===== config.mk =====
export PLATFORM = sky130hd
export DESIGN_NAME = instr_fetch
export DESIGN_NICKNAME = d
export VERILOG_FILES = /design/src/rtl/cpu_fetch_pkg.sv /design/src/rtl/fetch_fifo.sv /design/src/rtl/instr_fetch.sv
export SDC_FILE = /design/constraint.sdc
export NUM_CORES = 1
export LEC_CHECK = 0
export CAP_MARGIN = 10
export CORE_MARGIN = 4
export CORE_UTILIZATION = 57
export CTS_BUF_LIST = sky130_fd_sc_hd__clkbuf_8
export CTS_CLUSTER_DIAMETER = 30
export DETAILED_ROUTE_END_ITERATION = 10
export GPL_ROUTABILITY_DRIVEN = 0
export MAX_ROUTING_LAYER = met4
export PLACE_DENSITY_LB_ADDON = 0.15
export SYNTH_ARGS = -nofsm -noshare
export SYNTH_HDL_FRONTEND = slang
export SYNTH_HIERARCHICAL = 1
export SYNTH_SLANG_ARGS = --single-unit
export TNS_END_PERCENT = 10

===== constraint.sdc =====
create_clock -name clk -period 3.2 [get_ports clk]
set_clock_uncertainty 0.1 [all_clocks]
set_input_delay 0.48 -clock clk [delete_from_list [all_inputs] [get_ports clk]]
set_output_delay 0.48 -clock clk [all_outputs]
set_load 0.03 [all_outputs]

===== src/rtl/cpu_fetch_pkg.sv =====
// Shared constants and entry layout for the instruction fetch unit.
package cpu_fetch_pkg;

  localparam int              ADDR_W       = 16;
  localparam int              DATA_W       = 32;
  localparam logic [15:0]     RESET_VECTOR = 16'h8000;
  localparam logic [15:0]     ROM_BASE     = 16'h8000;
  localparam logic [15:0]     ROM_LAST     = 16'h8FFF;

  typedef struct packed {
    logic [ADDR_W-1:0] pc;
    logic [DATA_W-1:0] instr;
  } fetch_entry_t;

endpackage


===== src/rtl/fetch_fifo.sv =====
// Small synchronous FIFO for prefetched {pc, instr} entries; flush beats push.
module fetch_fifo #(
  parameter int WIDTH = 48,
  parameter int DEPTH = 2,
  parameter int CNT_W = $clog2(DEPTH) + 1
) (
  input  logic             clk,
  input  logic             rst,
  input  logic             push,
  input  logic             pop,
  input  logic             flush,
  input  logic [WIDTH-1:0] din,
  output logic [WIDTH-1:0] head,
  output logic [CNT_W-1:0] count
);

  localparam int PTR_W = $clog2(DEPTH);

  logic [DEPTH-1:0][WIDTH-1:0] mem;
  logic [PTR_W-1:0]            wr_ptr;
  logic [PTR_W-1:0]            rd_ptr;

  // Storage is cleared on reset so the head reads zero before any fetch.
  always_ff @(posedge clk) begin
    if (rst) begin
      mem    <= '0;
      wr_ptr <= '0;
      rd_ptr <= '0;
      count  <= '0;
    end else if (flush) begin
      wr_ptr <= '0;
      rd_ptr <= '0;
      count  <= '0;
    end else begin
      if (push) begin
        mem[wr_ptr] <= din;
        wr_ptr      <= wr_ptr + 1'b1;
      end
      if (pop) rd_ptr <= rd_ptr + 1'b1;
      count <= count + CNT_W'(push) - CNT_W'(pop);
    end
  end

  assign head = mem[rd_ptr];

endmodule


===== src/rtl/instr_fetch.sv =====
// Instruction fetch: PC, ROM strobe, prefetch queue and branch redirect.
// Optional ROM window fault detection is enabled by ROM_WINDOW_CHECK_EN.
module instr_fetch
  import cpu_fetch_pkg::*;
#(
  parameter int                ADDR_W   = cpu_fetch_pkg::ADDR_W,
  parameter int                DATA_W   = cpu_fetch_pkg::DATA_W,
  parameter logic [ADDR_W-1:0] RESET_PC = RESET_VECTOR,
`ifdef ROM_WINDOW_CHECK_EN
  parameter logic [ADDR_W-1:0] ROM_BASE = cpu_fetch_pkg::ROM_BASE,
  parameter logic [ADDR_W-1:0] ROM_LAST = cpu_fetch_pkg::ROM_LAST,
`endif
  parameter int                DEPTH    = 2
) (
  input  logic              clk,
  input  logic              rst,
  output logic [ADDR_W-1:0] rom_address,
  output logic              rom_oe,
  input  logic [DATA_W-1:0] rom_out,
  output logic              out_valid,
  input  logic              out_ready,
  output logic [DATA_W-1:0] out_instr,
  output logic [ADDR_W-1:0] out_pc,
  input  logic              redirect_valid,
  input  logic [ADDR_W-1:0] redirect_pc
`ifdef ROM_WINDOW_CHECK_EN
  ,
  output logic              fetch_fault
`endif
);

  localparam int ENTRY_W = ADDR_W + DATA_W;
  localparam int CNT_W   = $clog2(DEPTH) + 1;

  logic [ADDR_W-1:0]  pc;
  logic [CNT_W-1:0]   count;
  logic [ENTRY_W-1:0] head;
  logic               pop;
  logic               in_window;

`ifdef ROM_WINDOW_CHECK_EN
  assign in_window = (pc >= ROM_BASE) && (pc <= ROM_LAST);
`else
  assign in_window = 1'b1;
`endif

  assign out_valid   = (count != '0);
  assign pop         = out_valid && out_ready;
  assign rom_address = pc;
  // A full queue can still take a fetch when the head leaves on the same edge.
  assign rom_oe      = !redirect_valid && in_window &&
                       ((count < CNT_W'(DEPTH)) || pop);

  always_ff @(posedge clk) begin
    if (rst)                 pc <= RESET_PC;
    else if (redirect_valid) pc <= redirect_pc;
    else if (rom_oe)         pc <= pc + 1'b1;
  end

`ifdef ROM_WINDOW_CHECK_EN
  // Sticky until a redirect lands back inside the window.
  always_ff @(posedge clk) begin
    if (rst)
      fetch_fault <= 1'b0;
    else if (redirect_valid) begin
      if ((redirect_pc >= ROM_BASE) && (redirect_pc <= ROM_LAST))
        fetch_fault <= 1'b0;
    end else if (!in_window)
      fetch_fault <= 1'b1;
  end
`endif

  fetch_fifo #(
    .WIDTH (ENTRY_W),
    .DEPTH (DEPTH),
    .CNT_W (CNT_W)
  ) u_fifo (
    .clk   (clk),
    .rst   (rst),
    .push  (rom_oe),
    .pop   (pop),
    .flush (redirect_valid),
    .din   ({pc, rom_out}),
    .head  (head),
    .count (count)
  );

  assign out_pc    = head[ENTRY_W-1 -: ADDR_W];
  assign out_instr = head[DATA_W-1:0];

endmodule


=== Yosys cells after proc, flatten, opt, wreduce, memory -nomap -nowiden ===
Cells that the tools add are included.

* Input bits: 52
* Register bits: 116
* Output and inout bits: 66

* Bitwise logic cells: 1
* $lt $le $gt $ge: 4
* Add/sub/neg operators: 5
* Reductions and logical operators: 9
* Multiplexer cells: 7

{| class="wikitable"
|+ Operator list
! kind !! number
|-
| $mux 48 || 3
|-
| $bwmux 96 || 1
|-
| $demux 48 s1 || 1
|-
| $mux 16 || 2
|-
| $add 16x1->16 const B || 1
|-
| $lt 1x2->1 const B || 2
|-
| $reduce_bool 2->1 || 2
|-
| $logic_and 1x1->1 || 3
|-
| $add 1x1->1 const B || 2
|-
| $add 2x1->2 || 1
|-
| $lt 2x2->1 const B || 1
|-
| $reduce_and 2->1 || 1
|-
| $reduce_or 2->1 || 1
|-
| $sub 2x1->2 || 1
|-
| $ge 1x1->1 const B || 1
|-
| $logic_not 1->1 || 1
|-
| $logic_or 1x1->1 || 1
|-
| $not 1->1 || 1
|}

=== Depth between registers and ports, before layout ===
* Depth in word-level cells: 6
* Depth in mapped cells: 8
* Depth with buffers taken out: 8

=== Modules after synthesis ===
The synthesis kept the hierarchy.

{| class="wikitable"
|+ By module, submodules not included
! module !! cells each !! instances !! area an instance (sq um)
|-
| fetch_fifo || 436 || 1 || 4750.8
|-
| instr_fetch || 110 || 1 || 919.6
|}

=== Worst setup path after synthesis ===
No wires, ideal clock.

* Path type: input -> register
* Start: input port out_ready
* End: register u_fifo/mem[10] in the netlist's numbering
* Required time: 3.028 ns
* Library setup time: 0.072 ns
* Stages: 6
* Arrival: 1.984 ns
* Slack: 1.044 ns
* Cells stage by stage: nor2b_1 nor2_1 nor3b_2 buf_2 buf_6 mux2i_1

* Longest elaborated chain between the ends: 4

{| class="wikitable"
|+ Ends and longest elaborated chain
! item !! RTL line !! text
|-
| from (decl) || instr_fetch.sv:21 || <nowiki>input logic out_ready,</nowiki>
|-
| $logic_and 1x1->1 || instr_fetch.sv:48 || <nowiki>assign pop = out_valid && out_ready;</nowiki>
|-
| $logic_or 1x1->1 || instr_fetch.sv:52 || <nowiki>((count < CNT_W'(DEPTH)) || pop);</nowiki>
|-
| $logic_and 1x1->1 || instr_fetch.sv:51 || <nowiki>assign rom_oe = !redirect_valid && in_window &&</nowiki>
|-
| via rom_oe || instr_fetch.sv:18 || <nowiki>output logic rom_oe,</nowiki>
|-
| $reduce_and 2->1 (no source line) || -- ||
|-
| to (signal, indexed assignment) || fetch_fifo.sv:36 || <nowiki>mem[wr_ptr] <= din;</nowiki>
|-
| to (decl) || fetch_fifo.sv:19 || <nowiki>logic [DEPTH-1:0][WIDTH-1:0] mem;</nowiki>
|}

The timed path passes the listed nets, and every way through them passes these cells.
A chain may end at the register's enable or synchronous reset.

=== Worst setup path in the final report ===
* Start: input port out_ready
* End: output port rom_oe

* Longest elaborated chain between the ends: 3

{| class="wikitable"
|+ Ends and longest elaborated chain
! item !! RTL line
|-
| $logic_and 1x1->1 || instr_fetch.sv:48
|-
| $logic_or 1x1->1 || instr_fetch.sv:52
|-
| $logic_and 1x1->1 || instr_fetch.sv:51
|-
| to (decl) || instr_fetch.sv:18
|}

Every way passes these cells.

==> impl_metrics.yaml <==
outcome:
  status: "finished, final reports clean"
drt:
  ant_nets: 0
  vias_per_cell: 5.296
  drtPass1Iterations: 4
  drc: 0
  vias: 4221
  drt_iter0_markers: 177
  routedWlPerCell_um: 15.94
  totalWireLength_um: 12700
floorplanning:
  initial_utilization: 0.5828
  core_sq_mm: 0.009729
  die_h_um: 107.7
  rows: 36
  die-area_sq_mm: 0.01161
  pin_count: 118
  die_x_um: 107.7
clocking:
  root_buffer: "clkbuf_8"
  clock_path_buffers: 2
  cts.sinks: 116
  clk_latency_ns: 0.41
  postCtsHoldBufs: 0
  htree_levels: 4
  cts_setup_buffers: 0
  cts_tree: "done"
  post_cts_resized: 0
  clk_pin_slew_worst_paths_ns: 0.07
  cts-buffers-inserted: 17
timing:
  hold_slack_ns: 0.3739
  tns_ns: 0
  timing.fmax_mhz: 352.2
  rsz0062_at_grt: "false"
  worst_slew_pin_slew_ns: 0.8841
  min_period_ns: 2.839
  final-max-slew-violation-count: 0
  relSlewSlack: 0.4100
  fin_crit_sh: 0.8872
  finalSetupViolCount: 0
  hold_viol: 0
global_routing:
  grt_start_max_net_pins: 106
  gr-usage-all-layers: 0.2347
  antenna_found_initial: 0
  overflow: 0
  first_global_vias: 4541
  grt_pass1_wl_um: 21320
worst_setup_path:
  crit_path_start_kind: "input port"
  crit_arrival_ns: 2.26
  worstSetupEndpointType: "output pin"
  critical_path_required_ns: 2.62
  worstRegToRegCells: 5
  critPathKind: "in -> out"
  critPathMaxFanout: 7
synth:
  yosys_warnings: 6
  netlist_area_sq_mm: 0.005670
  seq_area_frac_synth: 0.4095
  synth_top_area_share: 0.4095
  synth-main-ff-cell: "dfxtp_1"
  ys_top_cells_by_area: "dfxtp_1 (41%), mux2i_1 (17%), nand2b_1 (16%), mux2_2 (9.5%), clkbuf_1 (1.5%)"
  yosys_register_bits: 116
  syn_nets: 601
  ys_top_cells_by_count: "nand2b_1 (144), dfxtp_1 (116), mux2i_1 (96)"
  async_flop_share: 0
  netlist_instances: 546
  yosysUniqueCellTypes: 44
  synth_largest_area_cell: "dfxtp_1"
  yosysMostFrequentCell: "nand2b_1"
  synth_edf_count: 0
  synth.avg_cell_area_sq_um: 10.39
placement:
  io_buffers: 117
  hpwl_um: 8552
  dp.cells: 765
  dpl_cell_area_sq_mm: 0.006858
power:
  p_sw_mw: 0.8826
  intPower_mw: 2.482
  sequentialPowerShare: 0.459
  switching_share: 0.2624
  power_density_mw_per_mm2: 463.8
  vdd_drop_max_mv: 0.2735
  p_leak_nw: 2.851
  p_total_mw: 3.364
  p_clk_frac: 0.390
  combinationalPowerShare: 0.150
finish:
  area_growth_syn_to_layout_pct: 27.91
  stdcell_count: 797
  drive_above_1_share: 0.1536
  nFillCells: 728
  fin_nets: 706
  stdcell_area_sq_mm: 0.007253
  antennaDiodeCount: 0
run:
  cap_violations: 0
worst_hold_path:
  holdCritPathClass: "reg -> reg"
  whs_path_depth: 2
[layer usage]
layer	vias to the layer above	track usage	part of all wire
met5	-	-	0
met4	0	0.08115	0.014
met3	21	0.04739	0.047
met2	109	0.3996	0.51
met1	2002	0.2766	0.43
li1	2089	-	-
[per-stage QoR]
step | worst slack (ns) | util
after CTS | 0.3532 | 0.7455
after floorplan | 1.044 | -
after global placement | 0.4393 | 0.7049
after global routing | 0.3081 | 0.7455
final | 0.3611 | 0.7455
after detailed placement | 0.3519 | 0.7049
[final timing paths]
check	start	to	slack, ns
worst max-delay path	out_ready	rom_oe	0.36
worst min-delay path	u_fifo/mem[83]	u_fifo/mem[83]	0.37
worst min register to register	u_fifo/mem[83]	u_fifo/mem[83]	0.37
worst max register to register	u_fifo/count[1]	u_fifo/mem[35]	0.95
[worst max-delay path: stages]
cell,delay (ns)
clkdlybuf4s50_1,0.50
nor2b_1,0.09
nor2_1,0.39
clkdlybuf4s50_1,0.80
[flip-flops by register name, summed over array words and instances (netlist names)]
| signal | count |
|---|---|
| rom_address | 16 |
| u_fifo/rd_ptr | 1 |
| u_fifo/count | 2 |
| u_fifo/mem | 96 |
| u_fifo/wr_ptr | 1 |
[cells by family after synthesis]
logic type / share of synthesized area
compound gates: 0.02758
buf+inv: 0.04590
flops: 0.4095
simple gates: 0.2231
mux: 0.2648
xor+xnor: 0.02251
fa+ha+maj: 0.006620
[power groups by stage]
stage	Clock (mW)	Combinational, mW	Sequential, mW
after floorplan	0	0.292	1.59
after global placement	0	0.494	1.57
after detailed placement	0	0.505	1.58
after CTS	1.34	0.509	1.54
after global routing	1.42	0.540	1.55
final	1.31	0.505	1.55
[cells in the final DEF, fill, tap and decap left out, types with 5 or more instances in the layout]
master	n
a211oi_1	9
a311oi_1	5
buf_4	8
clkbuf_8	19
clkdlybuf4s50_1	116
clkinvlp_4	6
dfxtp_1	115
mux2_2	48
mux2i_1	96
nand2_1	9
nand2b_1	144
nand4_1	6
nor2_1	15
nor3_1	5
xor2_1	9
[layout make-up]
class	instances	area (sq um)	share of cell area
Timing Repair Buffer	126	1261	0.1739
Sequential cell	116	2323	0.3203
Clock buffer	19	261.5	0.03605
Multi-Input combinational cell	387	3095	0.4268
Tap cell	133	166.4	0.02294
Inverter	3	11.26	0.001553
Clock inverter	13	133.9	0.01846
Power figures use the tool's default switching activity.
